## config.mk

```make
export PLATFORM = sky130hd
export DESIGN_NAME = sub_sequencer
export DESIGN_NICKNAME = d
export VERILOG_FILES = /design/src/rtl/sub_sequencer.sv
export SDC_FILE = /design/constraint.sdc
export NUM_CORES = 1
export LEC_CHECK = 0
export ABC_CLOCK_PERIOD_IN_PS = 3200
export BUFFER_PORTS_ARGS = -buffer_cell sky130_fd_sc_hd__buf_2
export CAP_MARGIN = 20
export CORE_ASPECT_RATIO = 1.2
export CORE_MARGIN = 3
export CORE_UTILIZATION = 45
export DETAILED_ROUTE_END_ITERATION = 10
export GPL_ROUTABILITY_DRIVEN = 0
export PLACE_DENSITY = 0.74
export SYNTH_ARGS = -nofsm -noshare
export SYNTH_HDL_FRONTEND = slang
export SYNTH_SLANG_ARGS = --single-unit
```

## constraint.sdc

```tcl
create_clock -name clk -period 3.2 [get_ports clk]
set_input_delay 0.64 -clock clk [delete_from_list [all_inputs] [get_ports clk]]
set_output_delay 0.64 -clock clk [all_outputs]
set_load 0.01 [all_outputs]
```

## src/rtl/sub_sequencer.sv

```systemverilog
// sub_sequencer: multi-cycle subtractor. A single 4-bit subtract slice is
// reused for NIBBLES cycles, least-significant nibble first. The borrow is
// carried from one cycle to the next, so a-b takes NIBBLES cycles to finish.
//
// state  | meaning
// -------+-----------------------------------------------------------
// S_IDLE | waiting for start; outputs hold the last completed result
// S_RUN  | one nibble per cycle, borrow chained through r_bin
// S_DONE | results valid, done pulses for one cycle, then back to idle
//
// Ports:
//   clk        rising-edge clock
//   rst_n      asynchronous active-low reset
//   start      begin one subtraction (sampled only in S_IDLE)
//   a, b       minuend / subtrahend, captured when start is accepted
//   busy       high in S_RUN and S_DONE
//   done       one-cycle pulse when the result is valid
//   difference a-b modulo 2^W
//   borrow     1 iff a < b (unsigned)
//   zero       difference == 0
//   overflow   two's-complement overflow of a-b
module sub_sequencer #(
  parameter int NIBBLES = 4
) (
  input  logic                   clk,
  input  logic                   rst_n,
  input  logic                   start,
  input  logic [4*NIBBLES-1:0]   a,
  input  logic [4*NIBBLES-1:0]   b,
  output logic                   busy,
  output logic                   done,
  output logic [4*NIBBLES-1:0]   difference,
  output logic                   borrow,
  output logic                   zero,
  output logic                   overflow
);

  localparam int W  = 4 * NIBBLES;
  localparam int IW = (NIBBLES > 1) ? $clog2(NIBBLES) : 1;
  localparam logic [IW-1:0] LAST_IDX = IW'(NIBBLES - 1);

  typedef enum logic [1:0] {
    S_IDLE = 2'd0,
    S_RUN  = 2'd1,
    S_DONE = 2'd2
  } state_t;

  state_t          r_state;
  state_t          w_state_next;

  logic [W-1:0]    r_a;
  logic [W-1:0]    r_b;
  logic [W-1:0]    r_diff;
  logic [IW-1:0]   r_idx;
  logic            r_bin;
  logic            r_borrow;
  logic            r_zero;
  logic            r_ovf;

  logic            w_last;
  logic [3:0]      w_a_nib;
  logic [3:0]      w_b_nib;
  logic [4:0]      w_slice;
  logic [W-1:0]    w_diff_next;
  logic            w_ovf_next;

  always_ff @(posedge clk or negedge rst_n) begin
    if (!rst_n) begin
      r_state <= S_IDLE;
    end else begin
      r_state <= w_state_next;
    end
  end

  assign w_last = (r_idx == LAST_IDX);

  always_comb begin
    w_state_next = r_state;
    case (r_state)
      S_IDLE:  if (start) w_state_next = S_RUN;
      S_RUN:   if (w_last) w_state_next = S_DONE;
      S_DONE:  w_state_next = S_IDLE;
      default: w_state_next = S_IDLE;
    endcase
  end

  // 5-bit subtract: bit 4 is set exactly when a_n < b_n + bin.
  assign w_a_nib = r_a[{r_idx, 2'b00} +: 4];
  assign w_b_nib = r_b[{r_idx, 2'b00} +: 4];
  assign w_slice = {1'b0, w_a_nib} - {1'b0, w_b_nib} - {4'b0000, r_bin};

  always_comb begin
    w_diff_next = r_diff;
    w_diff_next[{r_idx, 2'b00} +: 4] = w_slice[3:0];
  end

  // Flags are taken from the full result that lands on the last RUN edge.
  assign w_ovf_next = (r_a[W-1] != r_b[W-1]) && (w_diff_next[W-1] != r_a[W-1]);

  always_ff @(posedge clk or negedge rst_n) begin
    if (!rst_n) begin
      r_a      <= '0;
      r_b      <= '0;
      r_diff   <= '0;
      r_idx    <= '0;
      r_bin    <= 1'b0;
      r_borrow <= 1'b0;
      r_zero   <= 1'b0;
      r_ovf    <= 1'b0;
    end else begin
      case (r_state)
        S_IDLE: begin
          if (start) begin
            r_a   <= a;
            r_b   <= b;
            r_bin <= 1'b0;
            r_idx <= '0;
          end
        end
        S_RUN: begin
          r_diff <= w_diff_next;
          r_bin  <= w_slice[4];
          if (w_last) begin
            r_borrow <= w_slice[4];
            r_zero   <= (w_diff_next == '0);
            r_ovf    <= w_ovf_next;
          end else begin
            r_idx <= r_idx + IW'(1);
          end
        end
        default: ;
      endcase
    end
  end

  assign busy       = (r_state != S_IDLE);
  assign done       = (r_state == S_DONE);
  assign difference = r_diff;
  assign borrow     = r_borrow;
  assign zero       = r_zero;
  assign overflow   = r_ovf;

endmodule

```

==> impl_results.md <==
- Worst endpoint data arrival time: just over 3 ns
- Synth area leader: dfrtp_1
- Final Hold Viols: 0
- Status: complete, no violations
- Via density per instance: 5.28
- Top cell type's share of synthesized area: 48.6%
- Setup_tns: 0 ns
- Reg clk slew, reported paths: 0.10 ns
- H-tree depth: 2
- Top FF cell, synth: dfrtp_1
- R2R Path Start: r_idx[0]$_DFFE_PN0P_
- Maximum fanout along the worst path: 6
- CORE AREA: 6130 um^2
- DP Wirelength: between 4000 and 5000 um
- Req. time, crit path: ~3.4 ns
- Pint: ~0.0026 W
- Post-layout min period: 2.89 ns
- First-pass GRT wire length: approximately 9800 um
- Layout area overhead: 18.6%
- Hold Path Class: input pin to async pin
- Actual slew at the worst max-slew pin: about 0.68 ns
- Die X: between 70 and 80 um
- Multi-input gate area: around 1400 um^2
- CTS buffer count: 5
- Layout filler cell count: roughly 550
- Syn_nets: approximately 280
- DRT iter0 DRCs: 89
- CP endpoint kind: register
- Peak supply drop: between 500 and 600 uV
- Synthesized area: around 2900 um^2
- Clock Skew: ~0.0084 ns
- Reg2reg setup slack: between 0.3 and 0.4 ns
- Initial Utilization: roughly 47%
- Wire per inst: around 15 um
- Post-Syn Area per Cell: 12.3 um^2
- Hold Slack: between 0.3 and 0.4 ns
- Max-cap viol count: 0
- Critical Path Start Type: register
- FF+latch area: ~1400 um^2
- Fmax achieved: ~350 MHz
- Largest net degree at the start of global routing: 35
- Number of I/O port buffers: 55
- Clock Tree Buf Depth: 2
- Synth area leaders: dfrtp_1 49%, mux2_1 11%, mux4_2 5.5%, ha_1 4.3%, a22o_1 3.3%
- Pwr dens: ~1300 nW/um^2
- Max-slew violations: 0
- Top post-synthesis cells by count: 56 x dfrtp_1, 29 x mux2_1, 18 x nand2_1
- Crit path launch: r_idx[0]$_DFFE_PN0P_
- Post-synth EDFFs: 0
- Postcts setup bufs: 0
- Sequential area share after synthesis: between 40% and 50%
- Clock latency on the worst-skew pair: 0.31 ns
- CTS Sinks: 56
- Core Util, Final: between 50% and 60%
- CTS tree: built
- First-pass DRT Iterations: 4
- Sequential share of power: about 28%
- Pleak: between 1.5 and 2 nW
- Worst Reg2Reg Path Length in Cells: 10
- Total congestion overflow: 0
- Vias in the first global route: between 2k and 2.5k
- Via Count: 1990
- Async S/R FF share, synth: 100%
- Crit Path Class: register to register
- Max incr delay on CP: between 0.6 and 0.7 ns
- Post-cts resize count: 0
- Num rows: 31
- Final nets: between 300 and 400
- Syn. warnings: 0
- Post-synthesis instance total: 234
- Slew HR: about 55%
- Net Sw Power: between 0.0015 and 0.002 W
- Post-CTS Hold Buffers: 0
- Clock root buffer: clkbuf_8
- # diodes: 0
- Layout cells sized above 1: a little over 30%
- RSZ-0062 raised after global routing: no
- WL final: between 5000 and 6000 um
- Post-route DRC: 0
- Die height: roughly 94 um
- Synth unique cells: 45
- Switching Share: approximately two fifths
- Antenna violations before repair: 0
- Clock share of power: between 10% and 20%
- Die Area: about 7400 um^2
- Num ports: 56
- Final Setup Violations: 0
- Crit-path slowest cell: fa_1
- Reg2reg end: zero$_DFFE_PN0P_
- Most frequent cell after synthesis: dfrtp_1
- Post-synthesis register bit count: 56
- Detail Route Antenna Nets: 0
- Combinational power share: 58.4%
- Critical-path cell list: buf_4 -> mux4_2 -> inv_1 -> fa_1 -> fa_1 -> nand4b_1 -> a21oi_1 -> a21oi_1 -> o21ai_1 -> o31ai_2
- Total Routing Usage GR: about 17%
- Tcrit/Tclk final: 90.3%
sequential cells by signal, summed over array words and instances (netlist names):
register and cells:
difference 16, r_a 16, r_state 2, r_idx 2, overflow 1, r_bin 1, r_b 16, zero 1
borrow 1
how the worst max path moves through the flow:
stage / to / cells after the start
final: zero$_DFFE_PN0P_ / 10
after CTS: zero$_DFFE_PN0P_ / 10
after floorplan: zero$_DFFE_PN0P_ / 10
after global routing: zero$_DFFE_PN0P_ / 10
after detailed placement: zero$_DFFE_PN0P_ / 10
after global placement: zero$_DFFE_PN0P_ / 10
layout by cell type (no fill, tap or decap), types with 2 or more instances in the layout:
cell type	count
a21oi_1	5
a22o_1	11
a31oi_1	3
buf_2	55
buf_4	8
bufinv_16	3
clkbuf_8	5
dfrtp_1	56
fa_1	2
ha_1	10
inv_1	11
inv_2	2
mux2_1	29
mux2_2	4
mux2i_1	2
mux4_2	7
nand2_1	18
nand2b_1	4
nand3b_1	5
nor2_1	8
nor2b_1	6
nor3_1	3
nor4_1	2
o21ai_0	5
o21ai_1	6
o22ai_1	3
or3b_1	2
xor2_1	2
worst max-delay path: cells and delay by family, from the launching register on:
family	cells	cell delay, ns
multiplexers	1	0.33
AND/OR/NAND/NOR	1	0.13
buffers and inverters	2	0.25
flip-flops	1	0.42
adder cells (fa/ha/maj)	2	1.06
AO/OA/AOI/OAI	4	0.59
stage by stage:
| step | setup WS (ns) | total power [W] | cells | area (um^2) |
|---|---|---|---|---|
| 6_report | 0.310 | 0.00446 | 377 | 3420 |
| 2_1_floorplan | 0.0602 | 0.00304 | 234 | 2880 |
| 4_1_cts | 0.322 | 0.00449 | 377 | 3420 |
| 5_1_grt | 0.0758 | 0.00484 | 377 | 3420 |
| 3_5_place_dp | 0.342 | 0.00387 | 369 | 3260 |
| 3_3_place_gp | 0.388 | 0.00381 | 369 | 3260 |
cell families (layout without fill, tap and decap cells):
family | after synthesis | in the layout | synth area share (%)
AO/OA/AOI/OAI | 40 | 40 | 9.94
AND/OR/NAND/NOR | 57 | 57 | 11.1
buffers and inverters | 23 | 84 | 3.86
flip-flops | 56 | 56 | 48.6
multiplexers | 43 | 43 | 19.8
XOR/XNOR | 3 | 3 | 0.912
adder cells (fa/ha/maj) | 12 | 12 | 5.73
area by class of cell:
cell class	instances	share of cell area, %
Sequential cell	56	41.0
Multi-Input combinational cell	155	40.1
Timing Repair Buffer	63	9.81
Tap cell	82	3.00
Clock inverter	3	2.64
Clock buffer	5	2.01
Inverter	13	1.43
power by group through the flow:
stage               logic [W]  clock network, W  registers, W
detailed placement    0.00261                 0       0.00126
global placement      0.00256                 0       0.00125
CTS                   0.00262          0.000629       0.00125
floorplan             0.00181                 0       0.00123
finish                0.00260          0.000618       0.00124
global route          0.00290          0.000653       0.00129
metal layers:
layer | vias up | GRT usage, % | part of all wire (%)
met3 | 6 | 3.36 | 4.8
met1 | 966 | 22.5 | 45
li1 | 967 | - | -
met2 | 51 | 27.9 | 49
met4 | 0 | 3.44 | 0.67
met5 | - | 0 | 0
Power figures use the tool's default switching activity.
